<file path="src/rtl/pll_reset_pkg.sv">
// Shared state encoding and helpers for the PLL reset sequencer.
package pll_reset_pkg;

   typedef enum logic [2:0] {
      PLL_RST   = 3'd0,
      WAIT_LOCK = 3'd1,
      STABLE    = 3'd2,
      PWRUP     = 3'd3,
      RUN       = 3'd4
   } seq_state_t;

   // SDRAM power-up dwell in clk cycles
   function automatic int pwrup_cyc(input int clk_hz, input int us);
      return (clk_hz / 1_000_000) * us;
   endfunction

   function automatic int cnt_w(input int n);
      return (n > 1) ? $clog2(n) : 1;
   endfunction

   function automatic logic [7:0] sat_inc8(input logic [7:0] v);
      return (v == 8'hff) ? v : v + 8'd1;
   endfunction

endpackage

</file>
<file path="src/rtl/pll_reset_sequencer_sync_2ff.sv">
// Two-flop synchroniser bringing the asynchronous PLL lock into the clk domain.
module sync_2ff (
   input  logic clk,
   input  logic resetn,
   input  logic d,
   output logic q
);

   logic meta_q;
   logic sync_q;

   always_ff @(posedge clk) begin
      if (!resetn) begin
         meta_q <= 1'b0;
         sync_q <= 1'b0;
      end else begin
         meta_q <= d;
         sync_q <= meta_q;
      end
   end

   assign q = sync_q;

endmodule

</file>
<file path="src/rtl/pll_reset_sequencer.sv">
// Lock-qualified reset sequencer for the rPLL; LOCK_WATCHDOG_EN adds a WAIT_LOCK
// timeout that re-pulses the PLL reset.
module pll_reset_sequencer
   import pll_reset_pkg::*;
#(
   parameter int CLK_FREQ_HZ        = 27_000_000,
   parameter int PLL_RST_CYCLES     = 16,
   parameter int LOCK_STABLE_CYCLES = 1024,
   parameter int SDRAM_PWRUP_US     = 200,
   parameter int WDOG_CYCLES        = 2_700_000
) (
   input  logic       clk,
   input  logic       resetn,
   input  logic       pll_lock,
   output logic       pll_reset,
   output logic       sys_resetn,
   output logic       sdram_pwrup_done,
   output logic [2:0] seq_state,
   output logic [7:0] lock_loss_cnt,
   output logic [7:0] wdog_retry_cnt
);

   localparam int PWRUP_CYC = pwrup_cyc(CLK_FREQ_HZ, SDRAM_PWRUP_US);
   localparam int RST_W     = cnt_w(PLL_RST_CYCLES);
   localparam int STAB_W    = cnt_w(LOCK_STABLE_CYCLES);
   localparam int PWR_W     = cnt_w(PWRUP_CYC);
   localparam logic [RST_W-1:0]  RST_LAST  = RST_W'(PLL_RST_CYCLES - 1);
   localparam logic [STAB_W-1:0] STAB_LAST = STAB_W'(LOCK_STABLE_CYCLES - 1);
   localparam logic [PWR_W-1:0]  PWR_LAST  = PWR_W'(PWRUP_CYC - 1);

   logic lock_s;

   sync_2ff u_lock_sync (
      .clk    (clk),
      .resetn (resetn),
      .d      (pll_lock),
      .q      (lock_s)
   );

   seq_state_t        state_q, state_d;
   logic [RST_W-1:0]  rst_cnt_q, rst_cnt_d;
   logic [STAB_W-1:0] stab_cnt_q, stab_cnt_d;
   logic [PWR_W-1:0]  pwr_cnt_q, pwr_cnt_d;
   logic              pll_reset_q, pll_reset_d;
   logic              sys_resetn_q, sys_resetn_d;
   logic              done_q, done_d;
   logic [7:0]        loss_q, loss_d;
`ifdef LOCK_WATCHDOG_EN
   localparam int WDOG_W = cnt_w(WDOG_CYCLES);
   localparam logic [WDOG_W-1:0] WDOG_LAST = WDOG_W'(WDOG_CYCLES - 1);
   logic [WDOG_W-1:0] wdog_cnt_q, wdog_cnt_d;
   logic [7:0]        retry_q, retry_d;
`endif

   always_comb begin
      state_d      = state_q;
      rst_cnt_d    = rst_cnt_q;
      stab_cnt_d   = stab_cnt_q;
      pwr_cnt_d    = pwr_cnt_q;
      pll_reset_d  = pll_reset_q;
      sys_resetn_d = sys_resetn_q;
      done_d       = done_q;
      loss_d       = loss_q;
`ifdef LOCK_WATCHDOG_EN
      wdog_cnt_d   = wdog_cnt_q;
      retry_d      = retry_q;
`endif
      case (state_q)
         PLL_RST: begin
            if (rst_cnt_q == RST_LAST) begin
               state_d     = WAIT_LOCK;
               pll_reset_d = 1'b0;
`ifdef LOCK_WATCHDOG_EN
               wdog_cnt_d  = '0;
`endif
            end else begin
               rst_cnt_d = rst_cnt_q + RST_W'(1);
            end
         end
         WAIT_LOCK: begin
            if (lock_s) begin
               state_d    = STABLE;
               stab_cnt_d = '0;
            end
`ifdef LOCK_WATCHDOG_EN
            else if (wdog_cnt_q == WDOG_LAST) begin
               state_d     = PLL_RST;
               pll_reset_d = 1'b1;
               rst_cnt_d   = '0;
               retry_d     = sat_inc8(retry_q);
            end else begin
               wdog_cnt_d = wdog_cnt_q + WDOG_W'(1);
            end
`endif
         end
         STABLE: begin
            // a lock glitch here only restarts qualification, the PLL is left alone
            if (!lock_s) begin
               state_d    = WAIT_LOCK;
               stab_cnt_d = '0;
`ifdef LOCK_WATCHDOG_EN
               wdog_cnt_d = '0;
`endif
            end else if (stab_cnt_q == STAB_LAST) begin
               state_d   = PWRUP;
               pwr_cnt_d = '0;
            end else begin
               stab_cnt_d = stab_cnt_q + STAB_W'(1);
            end
         end
         PWRUP, RUN: begin
            if (!lock_s) begin
               state_d      = PLL_RST;
               pll_reset_d  = 1'b1;
               sys_resetn_d = 1'b0;
               done_d       = 1'b0;
               rst_cnt_d    = '0;
               loss_d       = sat_inc8(loss_q);
            end else if (state_q == PWRUP) begin
               if (pwr_cnt_q == PWR_LAST) begin
                  state_d      = RUN;
                  sys_resetn_d = 1'b1;
                  done_d       = 1'b1;
               end else begin
                  pwr_cnt_d = pwr_cnt_q + PWR_W'(1);
               end
            end
         end
         default: begin
            state_d      = PLL_RST;
            pll_reset_d  = 1'b1;
            sys_resetn_d = 1'b0;
            done_d       = 1'b0;
            rst_cnt_d    = '0;
         end
      endcase
   end

   always_ff @(posedge clk) begin
      if (!resetn) begin
         state_q      <= PLL_RST;
         rst_cnt_q    <= '0;
         stab_cnt_q   <= '0;
         pwr_cnt_q    <= '0;
         pll_reset_q  <= 1'b1;
         sys_resetn_q <= 1'b0;
         done_q       <= 1'b0;
         loss_q       <= '0;
`ifdef LOCK_WATCHDOG_EN
         wdog_cnt_q   <= '0;
         retry_q      <= '0;
`endif
      end else begin
         state_q      <= state_d;
         rst_cnt_q    <= rst_cnt_d;
         stab_cnt_q   <= stab_cnt_d;
         pwr_cnt_q    <= pwr_cnt_d;
         pll_reset_q  <= pll_reset_d;
         sys_resetn_q <= sys_resetn_d;
         done_q       <= done_d;
         loss_q       <= loss_d;
`ifdef LOCK_WATCHDOG_EN
         wdog_cnt_q   <= wdog_cnt_d;
         retry_q      <= retry_d;
`endif
      end
   end

   assign pll_reset        = pll_reset_q;
   assign sys_resetn       = sys_resetn_q;
   assign sdram_pwrup_done = done_q;
   assign seq_state        = state_q;
   assign lock_loss_cnt    = loss_q;
`ifdef LOCK_WATCHDOG_EN
   assign wdog_retry_cnt   = retry_q;
`else
   assign wdog_retry_cnt   = 8'd0;
`endif

endmodule

</file>
<file path="config.mk">
export PLATFORM = sky130hd
export DESIGN_NAME = pll_reset_sequencer
export DESIGN_NICKNAME = d
export VERILOG_FILES = /design/src/rtl/pll_reset_pkg.sv /design/src/rtl/pll_reset_sequencer_sync_2ff.sv /design/src/rtl/pll_reset_sequencer.sv
export SDC_FILE = /design/constraint.sdc
export NUM_CORES = 1
export LEC_CHECK = 0
export BUFFER_PORTS_ARGS = -buffer_cell sky130_fd_sc_hd__buf_2
export CORE_MARGIN = 5
export CORE_UTILIZATION = 40
export DETAILED_ROUTE_END_ITERATION = 12
export SYNTH_ARGS = -nofsm -noshare
export SYNTH_HDL_FRONTEND = slang
export SYNTH_SLANG_ARGS = --single-unit
export TNS_END_PERCENT = 5
</file>
<file path="constraint.sdc">
create_clock -name clk -period 1.8 [get_ports clk]
set_input_delay 0.09 -clock clk [delete_from_list [all_inputs] [get_ports clk]]
set_output_delay 0.09 -clock clk [all_outputs]
set_load 0.02 [all_outputs]
</file>
==> Yosys cells after proc, flatten, opt, wreduce, memory -nomap -nowiden <==
Index checks and enable logic that the tools add are counted.
{ "classes": {"addsub": 4, "n_eq_ne": 21, "muxes": 28, "bitwise": 4, "reduce_logical": 13} }
{ "op_table": {"columns": ["operator", "n"], "rows": [
  ["2-to-1 mux 13 bit", 5],
  ["2-to-1 mux 10 bit", 3],
  ["case mux 13 bit (2 select lines)", 1],
  ["2-to-1 mux 3 bit", 7],
  ["case mux 10 bit (2 select lines)", 1],
  ["AND reduction 3 bit", 5],
  ["adder 13 x 1 -> 13 bit (second input constant)", 1],
  ["== test 13 bit (second input constant)", 1],
  ["inequality test 2 bit (second input constant)", 6],
  ["inequality test 3 bit (second input constant)", 4],
  ["case mux 3 bit (4 select lines)", 1],
  ["case mux 4 bit (3 select lines)", 1],
  ["adder 10 x 1 -> 10 bit (second input constant)", 1],
  ["== test 10 bit (second input constant)", 1],
  ["adder 8 x 1 -> 8 bit (second input constant)", 1],
  ["== test 8 bit (second input constant)", 1],
  ["2-to-1 mux 4 bit", 2],
  ["== test 3 x 2 -> 1 bit (second input constant)", 2],
  ["inequality test 2 x 1 -> 1 bit (second input constant)", 3],
  ["AND reduction 6 bit", 1],
  ["2-to-1 mux 1 bit", 5],
  ["AND reduction 5 bit", 1],
  ["adder 4 x 1 -> 4 bit (second input constant)", 1],
  ["== test 4 bit (second input constant)", 1],
  ["other kinds (9)", 14]
]} }
{ "totals": {"ff_bits": 42, "in_bits": 3, "output_inout_bits": 22, "wordCells": 79} }

==> Logic depth before layout (Yosys ltp) <==
{ "depth": {"depth_word": 5, "depth_mapped": 8} }

==> Modules after synthesis <==
From an unflattened synthesis, not the netlist that was laid out.
{ "unflattened": {"hier_cells": 287, "hier_area_um2": 2478.6} }
{ "modules_own_cells": {"columns": ["module", "n_inst", "cells_each", "area_per_inst_um2", "seq_area_each_um2"], "rows": [
  ["pll_reset_sequencer", 1, 283, 2426.1, 800.8],
  ["sync_2ff", 1, 4, 52.6, 40.0]
]} }

==> Worst setup path before layout <==
No wires, ideal clock.
{ "synth_timing": {"kind": "reg2reg", "from": "register pwr_cnt_q[0]", "to": "register pwr_cnt_q[11]", "setup_ns": 0.132, "arrival_ns": 1.682, "required_time_ns": 1.668, "setup_slack_ns": -0.015, "path_stages_with_launch": 9, "synth_period_minus_slack_ns": 1.815, "path_cell_list": "dfxtp_1 ha_1 and4bb_1 and3_4 o21a_4 buf_6 buf_2 o31ai_1 a21oi_1"} }
{ "synth_via": {"elab_chain_len": 5, "elab_cells_between_ends": 8, "cone_classes": "add/sub: 1; eq/ne: 2; mux: 4; reduce/logical: 1"} }
{ "synth_lines": {"columns": ["element", "line", "source"], "rows": [
  ["start: declaration", "pll_reset_sequencer.sv:43", "logic [PWR_W-1:0] pwr_cnt_q, pwr_cnt_d;"],
  ["start signal: assignment", "pll_reset_sequencer.sv:157", "pwr_cnt_q <= pwr_cnt_d;"],
  ["adder 13 x 1 -> 13 bit", "pll_reset_sequencer.sv:125", "pwr_cnt_d = pwr_cnt_q + PWR_W'(1);"],
  ["2-to-1 mux 13 bit", "pll_reset_sequencer.sv:120", "if (pwr_cnt_q == PWR_LAST) begin"],
  ["2-to-1 mux 13 bit", "pll_reset_sequencer.sv:119", "end else if (state_q == PWRUP) begin"],
  ["2-to-1 mux 13 bit", "pll_reset_sequencer.sv:112", "if (!lock_s) begin"],
  ["case mux 13 bit (2 select lines)", "pll_reset_sequencer.sv:68", "case (state_q)"]
]} }
Parallel ways exist; a longest one is shown, timed or not. The select of a mux whose other input is x is not followed.
A chain may end at the register's enable or synchronous reset.

==> Final worst setup path <==
{ "layout_timing": {"from": "register pwr_cnt_q[0]", "to": "register pwr_cnt_q[10]"} }
Same word-level chain as after synthesis.

==> impl_metrics.yaml <==
timing:
  setup_slack_ps: 6.537
  setup_viol: 0
  hold_violations: 0
  skew_ps: 8.349
  final.setup.tns_ps: 0
  finalCritPeriodShare: 0.9964
  layout_min_cycle_time_ps: 1793
  rsz0062_at_grt: "true"
  timing_max_transition_violations_final: 0
  fmax_ghz: 0.5576
placement:
  dpl.hpwl_um: 3312
  dpl_cell_area_sq_um: 2552
  routabilityCongestion: 0.7899
  post-place-ws_ps: 8.049
  port_buffers: 16
critical_path:
  critical_path_class: "flip-flop to flip-flop"
  startpoint_type: "flip-flop"
  critPathBufInv: 0
  worstPathRequired_ps: 2030
  critical_path.max_stage_delay_ps: 490
  crit_chain: "ha_4 > and4bb_1 > and3_4 > o21a_4 > or4_1 > a21oi_1"
  critPathTopFamily: "simple AND/OR/NAND/NOR gates"
  critPathCaptureType: "flip-flop"
  slowest_stage: "or4_1"
  crit_arrival_ps: 2030
  crit_path_max_fanout: 5
finish:
  n_antenna_cell: 0
  area_growth_syn_to_layout_pct: 24.57
  drive_above_1_share: 0.2654
  utilization: 0.5089
  postLayoutCellArea_sq_um: 2785
  nets: 315
synth:
  synthesis.area_sq_um: 2236
  synth-async-reset-ratio: 0
  synth.area.top_cells: "dfxtp_1 (38%), and2_1 (3.9%), nand3_1 (3.8%), a21oi_1 (3.6%), o21ai_0 (3.6%)"
  synth_top_area_frac: 0.3760
  yosysWarnings: 0
  synth_seq_cells: 42
  syn_area_per_cell_sq_um: 8.469
  post-synth-top-count-cell: "dfxtp_1"
  yosys-top-cells-count: "dfxtp_1 (42), nand2_1 (21), nand3_1 (17), nor2_1 (17)"
  postSynthCellCount: 264
  yosys.area.top_type: "dfxtp_1"
  synth_flop_cell: "dfxtp_1"
  synth_cell_types: 46
  synth_edf_count: 0
  ys_seq_area_frac: 0.3760
cts:
  clk_pin_slew_worst_paths_ps: 80
  clock_sinks: 42
  cts_buffer_depth: 2
  h-tree-depth: 2
  cts_inserted_buffers: 5
  cts_root_buf: "clkbuf_8"
  clk_latency_ps: 290
  cts_tree: "done"
global_routing:
  track_usage: 0.1350
  grt_pass1_vias: 1906
  grt.overflow.total: 0
  grt_max_degree: 23
  grt_pass1_wl_um: 8148
  antenna_found_initial: 0
drt:
  dr.pass1.iters: 4
  routed_wl_um: 4695
  wl_per_cell_um: 12.32
  routed-via-count: 1999
  antenna_left: 0
  vias_per_cell: 5.247
  drc_errors: 0
  drtIter0Drc: 141
hold_path:
  hp-class: "input pin to flip-flop"
floorplan:
  core_area_sq_um: 5473
  start_util: 0.4086
  io_pins: 25
  rows: 27
  die_w_um: 84.77
  fp.dieH_um: 84.77
  fp.dieArea_sq_um: 7185
power_and_ir_drop:
  p_leak_uw: 0.001063
  powerDensity_nw_per_um2: 622.7
  irDropWorstVdd_v: 0.0004259
job:
  max_cap_violations: 0
run_status:
  outcome: "finished clean"
## metrics by stage
stage	std cells	total power [uW]	hold slack [ps]
global route	381	1838	231.0
finish	381	1734	216.3
detailed placement	369	1129	299.7
CTS	378	1759	222.6
floorplan	271	1093	217.3
global placement	369	1127	294.6
## flip-flops by register name (all words and copies together) (netlist names)
name / flops
u_lock_sync.meta_q: 1
u_lock_sync.q: 1
pll_reset: 1
sdram_pwrup_done: 1
rst_cnt_q: 4
pwr_cnt_q: 13
stab_cnt_q: 10
seq_state: 3
lock_loss_cnt: 8
## cell usage in the layout, fill, tap and decap left out, types with 9 or more instances in the layout
| master | n |
|---|---|
| dfxtp_1 | 35 |
| buf_4 | 30 |
| nand2_1 | 21 |
| nor2_1 | 17 |
| nand3_1 | 17 |
| buf_2 | 16 |
| and2_1 | 14 |
| o21ai_0 | 14 |
| nand4_1 | 12 |
| a21oi_1 | 11 |
| xor2_1 | 9 |
## cells by family (layout without fill, tap and decap cells)
logic type	Yosys count	in the layout	share of synthesized area
buffers and inverters	22	59	0.05708
xor gates and xnor gates	17	17	0.06660
muxes	3	3	0.01399
DFF	42	42	0.3761
AOI/OAI and AO/OA	50	51	0.1416
and+or+nand+nor	125	125	0.3206
other	1	8	0.001677
adders and majority gates	4	4	0.02238
## power breakdown
| group | internal (uW) | total [uW] | switching (uW) |
|---|---|---|---|
| clock | 310 | 625 | 315 |
| combinational | 64.9 | 149 | 84.2 |
| sequential | 945 | 960 | 15.3 |
| total | 1320 | 1730 | 415 |
## cell type report
class                   count  area [sq um]
clock buffers               7         86.33
clock inverters             1         5.005
fillers                   540          2688
inverters                   2         7.507
multi-input cells         208          1384
flip-flops and latches     42         852.1
well taps                  72         90.09
repair buffers             49         360.3
## repair_timing
action | in CTS | in global routing
buffers inserted | 0 | 1
hold buffers | 1 | 0
hold endpoints to repair | 1 | 0
setup endpoints to repair | 4 | 16
pin swaps | 1 | 21
cloned | 0 | 2
gates resized for setup | 1 | 24
## final timing paths
| check | from | end | slack (ps) | cells after the start |
|---|---|---|---|---|
| worst max register to register | pwr_cnt_q[0] | pwr_cnt_q[10] | 7 | 6 |
| worst max-delay path | pwr_cnt_q[0] | pwr_cnt_q[10] | 7 | 6 |
| worst min register to register | u_lock_sync.meta_q | u_lock_sync.q | 450 | 1 |
| worst min-delay path | resetn | seq_state[2] | 220 | 3 |
## tightest hold or removal path: cells and delay by family
kind / cells / cell delay (ps)
compound gates: 1 / 40
simple gates: 1 / 130
buf+inv: 1 / 210
## routing by layer
layer,routed length [um],global-route usage
met1,2196,0.1659
met2,2228,0.2306
met3,200,0.02944
met4,69,0.04892
met5,0,0
Power figures use the tool's default switching activity.
